$ cat src/rtl/rot_share_arbiter_pkg.sv
`default_nettype none
// ============================================================================
// Module : rot_share_arbiter_pkg
// Brief  : Shared widths and direction encodings for the shared byte rotator.
// Rev    : 1.0  initial release
// ============================================================================
package rot_share_arbiter_pkg;

  localparam int   ROT_W     = 8;     // rotated datum width
  localparam int   AMT_W     = 3;     // rotate amount width (0..7)
  localparam logic DIR_RIGHT = 1'b0;  // rotate toward bit 0
  localparam logic DIR_LEFT  = 1'b1;  // rotate toward bit 7

endpackage : rot_share_arbiter_pkg
`default_nettype wire

$ cat src/rtl/rot_share_arbiter_rot8_core.sv
`default_nettype none
// ============================================================================
// Module : rot8_core
// Brief  : Combinational 8-bit barrel rotator, log-depth stages of 1/2/4.
//          Left rotation is mapped onto right rotation by negating the
//          amount modulo 8 ahead of the stages.
// Rev    : 1.0  initial release
// ============================================================================
module rot8_core
  import rot_share_arbiter_pkg::*;
(
  input  logic [ROT_W-1:0] d,
  input  logic [AMT_W-1:0] amt,
  input  logic             dir,
  output logic [ROT_W-1:0] q
);

  logic [AMT_W-1:0] w_amt_eff;
  logic [ROT_W-1:0] w_s1;
  logic [ROT_W-1:0] w_s2;

  // Normalise to a right rotate, then apply the 1/2/4 stages in turn.
  always_comb begin
    w_amt_eff = (dir == DIR_LEFT) ? ('0 - amt) : amt;
    w_s1      = w_amt_eff[0] ? {d[0],      d[ROT_W-1:1]}    : d;
    w_s2      = w_amt_eff[1] ? {w_s1[1:0], w_s1[ROT_W-1:2]} : w_s1;
    q         = w_amt_eff[2] ? {w_s2[3:0], w_s2[ROT_W-1:4]} : w_s2;
  end

endmodule : rot8_core
`default_nettype wire

$ cat src/rtl/rot_share_arbiter.sv
`default_nettype none
// ============================================================================
// Module : rot_share_arbiter
// Brief  : Round-robin arbiter sharing one byte rotator among NREQ clients,
//          with a one-entry valid/ready output register that drains and
//          refills in the same cycle.
// Rev    : 1.0  initial release
// ============================================================================
module rot_share_arbiter
  import rot_share_arbiter_pkg::*;
#(
  parameter int NREQ = 4,
  parameter int IDW  = 2
) (
  input  logic                  clk,
  input  logic                  rst_n,
  input  logic [NREQ-1:0]       req_valid,
  input  logic [ROT_W*NREQ-1:0] req_data,
  input  logic [AMT_W*NREQ-1:0] req_amt,
  input  logic [NREQ-1:0]       req_dir,
  output logic [NREQ-1:0]       req_ready,
  output logic                  out_valid,
  output logic [ROT_W-1:0]      out_data,
  output logic [IDW-1:0]        out_id,
  input  logic                  out_ready
);

  logic [IDW-1:0]   rr_ptr_q,    rr_ptr_d;
  logic             out_valid_q, out_valid_d;
  logic [ROT_W-1:0] out_data_q,  out_data_d;
  logic [IDW-1:0]   out_id_q,    out_id_d;

  logic             w_can_accept;
  logic             w_win_found;
  logic [IDW-1:0]   w_win_idx;
  logic [IDW:0]     w_cand;
  logic             w_accept;
  logic [ROT_W-1:0] w_sel_data;
  logic [AMT_W-1:0] w_sel_amt;
  logic             w_sel_dir;
  logic [ROT_W-1:0] w_rot_q;

  // Priority scan starting at rr_ptr, wrapping modulo NREQ; first valid wins.
  always_comb begin
    w_win_found = 1'b0;
    w_win_idx   = '0;
    w_cand      = '0;
    for (int k = 0; k < NREQ; k++) begin
      w_cand = {1'b0, rr_ptr_q} + (IDW+1)'(k);
      if (w_cand >= (IDW+1)'(NREQ)) begin
        w_cand = w_cand - (IDW+1)'(NREQ);
      end
      if (!w_win_found && req_valid[w_cand[IDW-1:0]]) begin
        w_win_found = 1'b1;
        w_win_idx   = w_cand[IDW-1:0];
      end
    end
  end

  // One-hot grant; held low in reset and while the output register stalls.
  always_comb begin
    w_can_accept = ~out_valid_q | out_ready;
    w_accept     = rst_n & w_can_accept & w_win_found;
    req_ready    = '0;
    for (int i = 0; i < NREQ; i++) begin
      req_ready[i] = w_accept & (w_win_idx == IDW'(i));
    end
  end

  // Steer the winner's operands into the shared rotator.
  always_comb begin
    w_sel_data = '0;
    w_sel_amt  = '0;
    w_sel_dir  = DIR_RIGHT;
    for (int i = 0; i < NREQ; i++) begin
      if (w_win_idx == IDW'(i)) begin
        w_sel_data = req_data[ROT_W*i +: ROT_W];
        w_sel_amt  = req_amt[AMT_W*i +: AMT_W];
        w_sel_dir  = req_dir[i];
      end
    end
  end

  rot8_core u_rot8_core (
    .d   (w_sel_data),
    .amt (w_sel_amt),
    .dir (w_sel_dir),
    .q   (w_rot_q)
  );

  // Next-state: load on accept, clear valid on a pure drain, otherwise hold.
  always_comb begin
    rr_ptr_d    = rr_ptr_q;
    out_valid_d = out_valid_q;
    out_data_d  = out_data_q;
    out_id_d    = out_id_q;
    if (w_accept) begin
      out_valid_d = 1'b1;
      out_data_d  = w_rot_q;
      out_id_d    = w_win_idx;
      rr_ptr_d    = (w_win_idx == IDW'(NREQ-1)) ? '0 : w_win_idx + IDW'(1);
    end else if (out_ready) begin
      out_valid_d = 1'b0;
    end
  end

  // Output register and round-robin pointer, cleared asynchronously.
  always_ff @(posedge clk or negedge rst_n) begin
    if (!rst_n) begin
      rr_ptr_q    <= '0;
      out_valid_q <= 1'b0;
      out_data_q  <= '0;
      out_id_q    <= '0;
    end else begin
      rr_ptr_q    <= rr_ptr_d;
      out_valid_q <= out_valid_d;
      out_data_q  <= out_data_d;
      out_id_q    <= out_id_d;
    end
  end

  assign out_valid = out_valid_q;
  assign out_data  = out_data_q;
  assign out_id    = out_id_q;

endmodule : rot_share_arbiter
`default_nettype wire

$ cat config.mk
export PLATFORM = sky130hd
export DESIGN_NAME = rot_share_arbiter
export DESIGN_NICKNAME = d
export VERILOG_FILES = /design/src/rtl/rot_share_arbiter_pkg.sv /design/src/rtl/rot_share_arbiter_rot8_core.sv /design/src/rtl/rot_share_arbiter.sv
export SDC_FILE = /design/constraint.sdc
export NUM_CORES = 1
export LEC_CHECK = 0
export CORE_MARGIN = 5
export CORE_UTILIZATION = 41
export CTS_CLUSTER_DIAMETER = 200
export DETAILED_ROUTE_END_ITERATION = 12
export PLACE_DENSITY = 0.8
export SYNTH_ARGS = -nofsm -noshare
export SYNTH_HDL_FRONTEND = slang
export SYNTH_SLANG_ARGS = --single-unit
export TNS_END_PERCENT = 30
$ cat constraint.sdc
create_clock -name clk -period 3.5 [get_ports clk]
set_input_delay 0.35 -clock clk [delete_from_list [all_inputs] [get_ports clk]]
set_output_delay 0.35 -clock clk [all_outputs]
set_load 0.02 [all_outputs]
==> results.tsv <==
stage	metric	value	unit
floorplanning	Die Width	70.1	um
floorplanning	row count	21	
cells_and_area	Final #Nets	356	
grt	largest net degree at the start of global routing	15	
clock_network	clock slew at reported path FFs	0.08	ns
clock_network	CTS tree	yes	
timing	Final min period	3.41	ns
power	pwr dens	1060	mW/mm^2
logic_synthesis	Mapped Cells	198	
cells_and_area	final instance area	0.00266	mm^2
logic_synthesis	Post-Syn Area per Cell	7.48	um^2
drt	Avg WL per Cell	17.3	um
placement	Placer Congestion	0.972	
timing	Final Hold Fails	0	
cells_and_area	fillers	226	
critical_path	Crit Path Max Fanout	12	
min_path	worst min path class	primary input to async pin	
drt	Vias per Instance	5.93	
timing	Max-slew headroom	64.0	%
clock_network	clk_lat worst skew	0.28	ns
logic_synthesis	dominant synthesized flop cell	dfrtp_1	
logic_synthesis	EDFF count, synth	0	
clock_network	CTS root buffer	clkbuf_4	
cells_and_area	Antenna diodes	0	
power	Leakage	0.00107	uW
drt	vias	2027	
floorplanning	I/O pin total	70	
logic_synthesis	Synth Register Bits	13	
floorplanning	DIE HEIGHT	70.1	um
drt	# DRC	0	
timing	period utilization	97.5	%
clock_network	cts-stage hold buffer count	0	
timing	# setup viols final	0	
power	peak supply drop	0.606	mV
drt	post-route ant nets	0	
grt	global route overflow	0	
logic_synthesis	Mapped Nets	257	
timing	total negative setup slack	0	ns
clock_network	clk buf depth	2	
grt	number of global-route vias before repair	1886	
critical_path	Worst EP arrival	3.55	ns
grt	initial antenna violation count	0	
clock_network	TritonCTS Buffers	3	
critical_path	type of origin of the critical path	primary input	
floorplanning	Placeable Area	0.00342	mm^2
drt	initial DRC count	177	
timing	max-slew violation count	0	
critical_path	kind of critical path	primary input to flip-flop	
drt	final wirelength	5.93	mm
logic_synthesis	synthesis warning total	0	
placement	I/O Buffers	69	
clock_network	# clock sinks	13	
placement	placed inst area	0.00242	mm^2
timing	Worst Max-Slew Pin Slew	0.538	ns
cells_and_area	share of cells above drive strength 1	28.0	%
placement	# placed instances	335	
outcome	outcome	finished clean	
grt	All-Layer GR Usage	21.7	%
placement	post-DP HPWL	4.48	mm
drt	Pre-antenna DRT Iters	5	
clock_network	H-tree depth	1	
timing	fmax	293	MHz
grt	first-pass GRT wire length	8.68	mm
logic_synthesis	Mapped Area	0.00148	mm^2
flow_run	Max-cap violations	0	
floorplanning	initial core utilization	43.4	%
timing	clock skew	0.00105	ns
critical_path	WP data required	3.64	ns
critical_path	CP Capture Type	flip-flop	
cells_and_area	Area growth, synth to finish	79.5	%
logic_synthesis	post-synthesis cell type count	39	
logic_synthesis	fraction of registers with async set or reset after synthesis	100	%
cells_and_area	Non-Filler Instances	342	
logic_synthesis	sequential area share after synthesis	22.0	%
floorplanning	die area	0.00492	mm^2
==> synth_stat cells (all sizes together) (3+ instances only) <==
cell type,number,share of area (%)
nand2,34,8.6
nor2,15,3.8
buf,14,6.7
dfrtp,13,22
nand3,12,4.1
nor4,12,6.8
a211oi,10,5.1
o221ai,10,6.3
o22ai,10,4.2
a221oi,9,5.3
a21oi,8,3.0
inv,7,1.8
nor3,6,2.8
nand2b,5,2.1
o21ai,5,1.9
and2,4,1.7
clkbuf,4,1.0
ha,4,3.4
mux2i,3,2.0
==> kinds of logic (layout without fill, tap and decap cells) <==
family                     count (synthesis)  in the layout  share of synthesized area (%)
DFF                                       13             13                           22.0
and+or+nand+nor                           92             92                           31.7
buffers and inverters                     25            123                           9.46
xor gates and xnor gates                   1              1                          0.591
adders and majority gates                  4              4                           3.38
AOI/OAI and AO/OA                         60             60                           30.9
muxes                                      3              3                           2.03
==> registers in the layout (all words and copies together) (netlist names) <==
register   count
out_id         2
rr_ptr_q       2
out_data       8
out_valid      1
==> report_power, final <==
part           switching (uW)  total [uW]  internal (uW)
Clock                    48.1        92.3           44.2
Combinational            1320        2470           1150
Sequential               42.1         258            216
Total                    1410        2820           1410
==> path summary, 6_finish.rpt <==
kind                                    startpoint                 endpoint  slack, ns  cells past startpoint
hold / removal                               rst_n    out_id[0]$_DFFE_PN0P_       0.25                      1
setup / recovery                      req_valid[0]  out_data[2]$_DFFE_PN0P_       0.09                     17
hold reg to reg              out_id[1]$_DFFE_PN0P_    out_id[1]$_DFFE_PN0P_       0.49                      2
min in group clk             out_id[1]$_DFFE_PN0P_    out_id[1]$_DFFE_PN0P_       0.49                      2
max in group asynchronous                    rst_n  out_data[0]$_DFFE_PN0P_       2.87                      2
setup reg to reg           rr_ptr_q[0]$_DFFE_PN0P_  out_data[2]$_DFFE_PN0P_       0.22                     15
==> cell usage in the layout, fill, tap and decap left out, drive strengths merged <==
cell type and n:
clkdlybuf4s50 69, buf 43, nand2 34, nor2 15, dfrtp 13, nand3 12, nor4 12, o22ai 10
o221ai 10, a211oi 10, a221oi 9, a21oi 8, inv 7, nor3 6, nand2b 5, o21ai 5
ha 4, and2 4, clkbuf 4, mux2i 3, a22o 2, o221a 2, and3 1, nor2b 1
or2 1, a221o 1, o22a 1, xnor2 1, a2bb2oi 1, and3b 1, o21a 1
==> per-layer routing <==
layer / track usage, % / vias to the layer above / routed length [um]
met5: 0 / - / 0
met4: 7.66 / 0 / 146
met3: 5.31 / 18 / 391
met2: 39.0 / 92 / 3090
met1: 24.8 / 964 / 2300
li1: - / 953 / -
==> metrics by stage <==
stage / hold WS, ns / power (uW) / util [%] / setup WS [ns]
after floorplan: 0.0544 / 1530 / - / 0.453
after global placement: 0.463 / 2240 / 70.7 / -0.0869
after detailed placement: 0.471 / 2280 / 70.7 / -0.183
after CTS: 0.245 / 2380 / 71.5 / 0.0821
after global routing: 0.231 / 2990 / 77.8 / -0.0380
final: 0.251 / 2820 / 77.8 / 0.0880
==> final cells by class <==
cell class                 instances  area (um^2)  share of cell area, %
inverter                           7         26.3                  0.988
multi-input combinational        160         1210                   45.4
tap                               46         57.6                   2.16
clock buffer                       4         26.3                  0.988
sequential                        13          325                   12.2
timing repair buffer             112         1020                   38.3
==> repair_timing <==
item	CTS	global route
resized for setup	0	41
endpoints found under the hold margin	0	0
setup endpoints to repair	0	8
setup buffers	0	2
==> worst max-delay path: stages <==
cell and delay (ns):
clkdlybuf4s50_1 0.47, inv_1 0.07, nor2_1 0.14, buf_4 0.13
nor2_1 0.03, o22ai_1 0.27, inv_1 0.12, ha_1 0.25
or2_1 0.26, buf_4 0.21, a221oi_1 0.32, nor2_2 0.14
a211oi_2 0.24, nor4_2 0.07, buf_4 0.15, mux2i_2 0.18
o221ai_1 0.16
No activity file was read; power rests on OpenSTA's default activity.
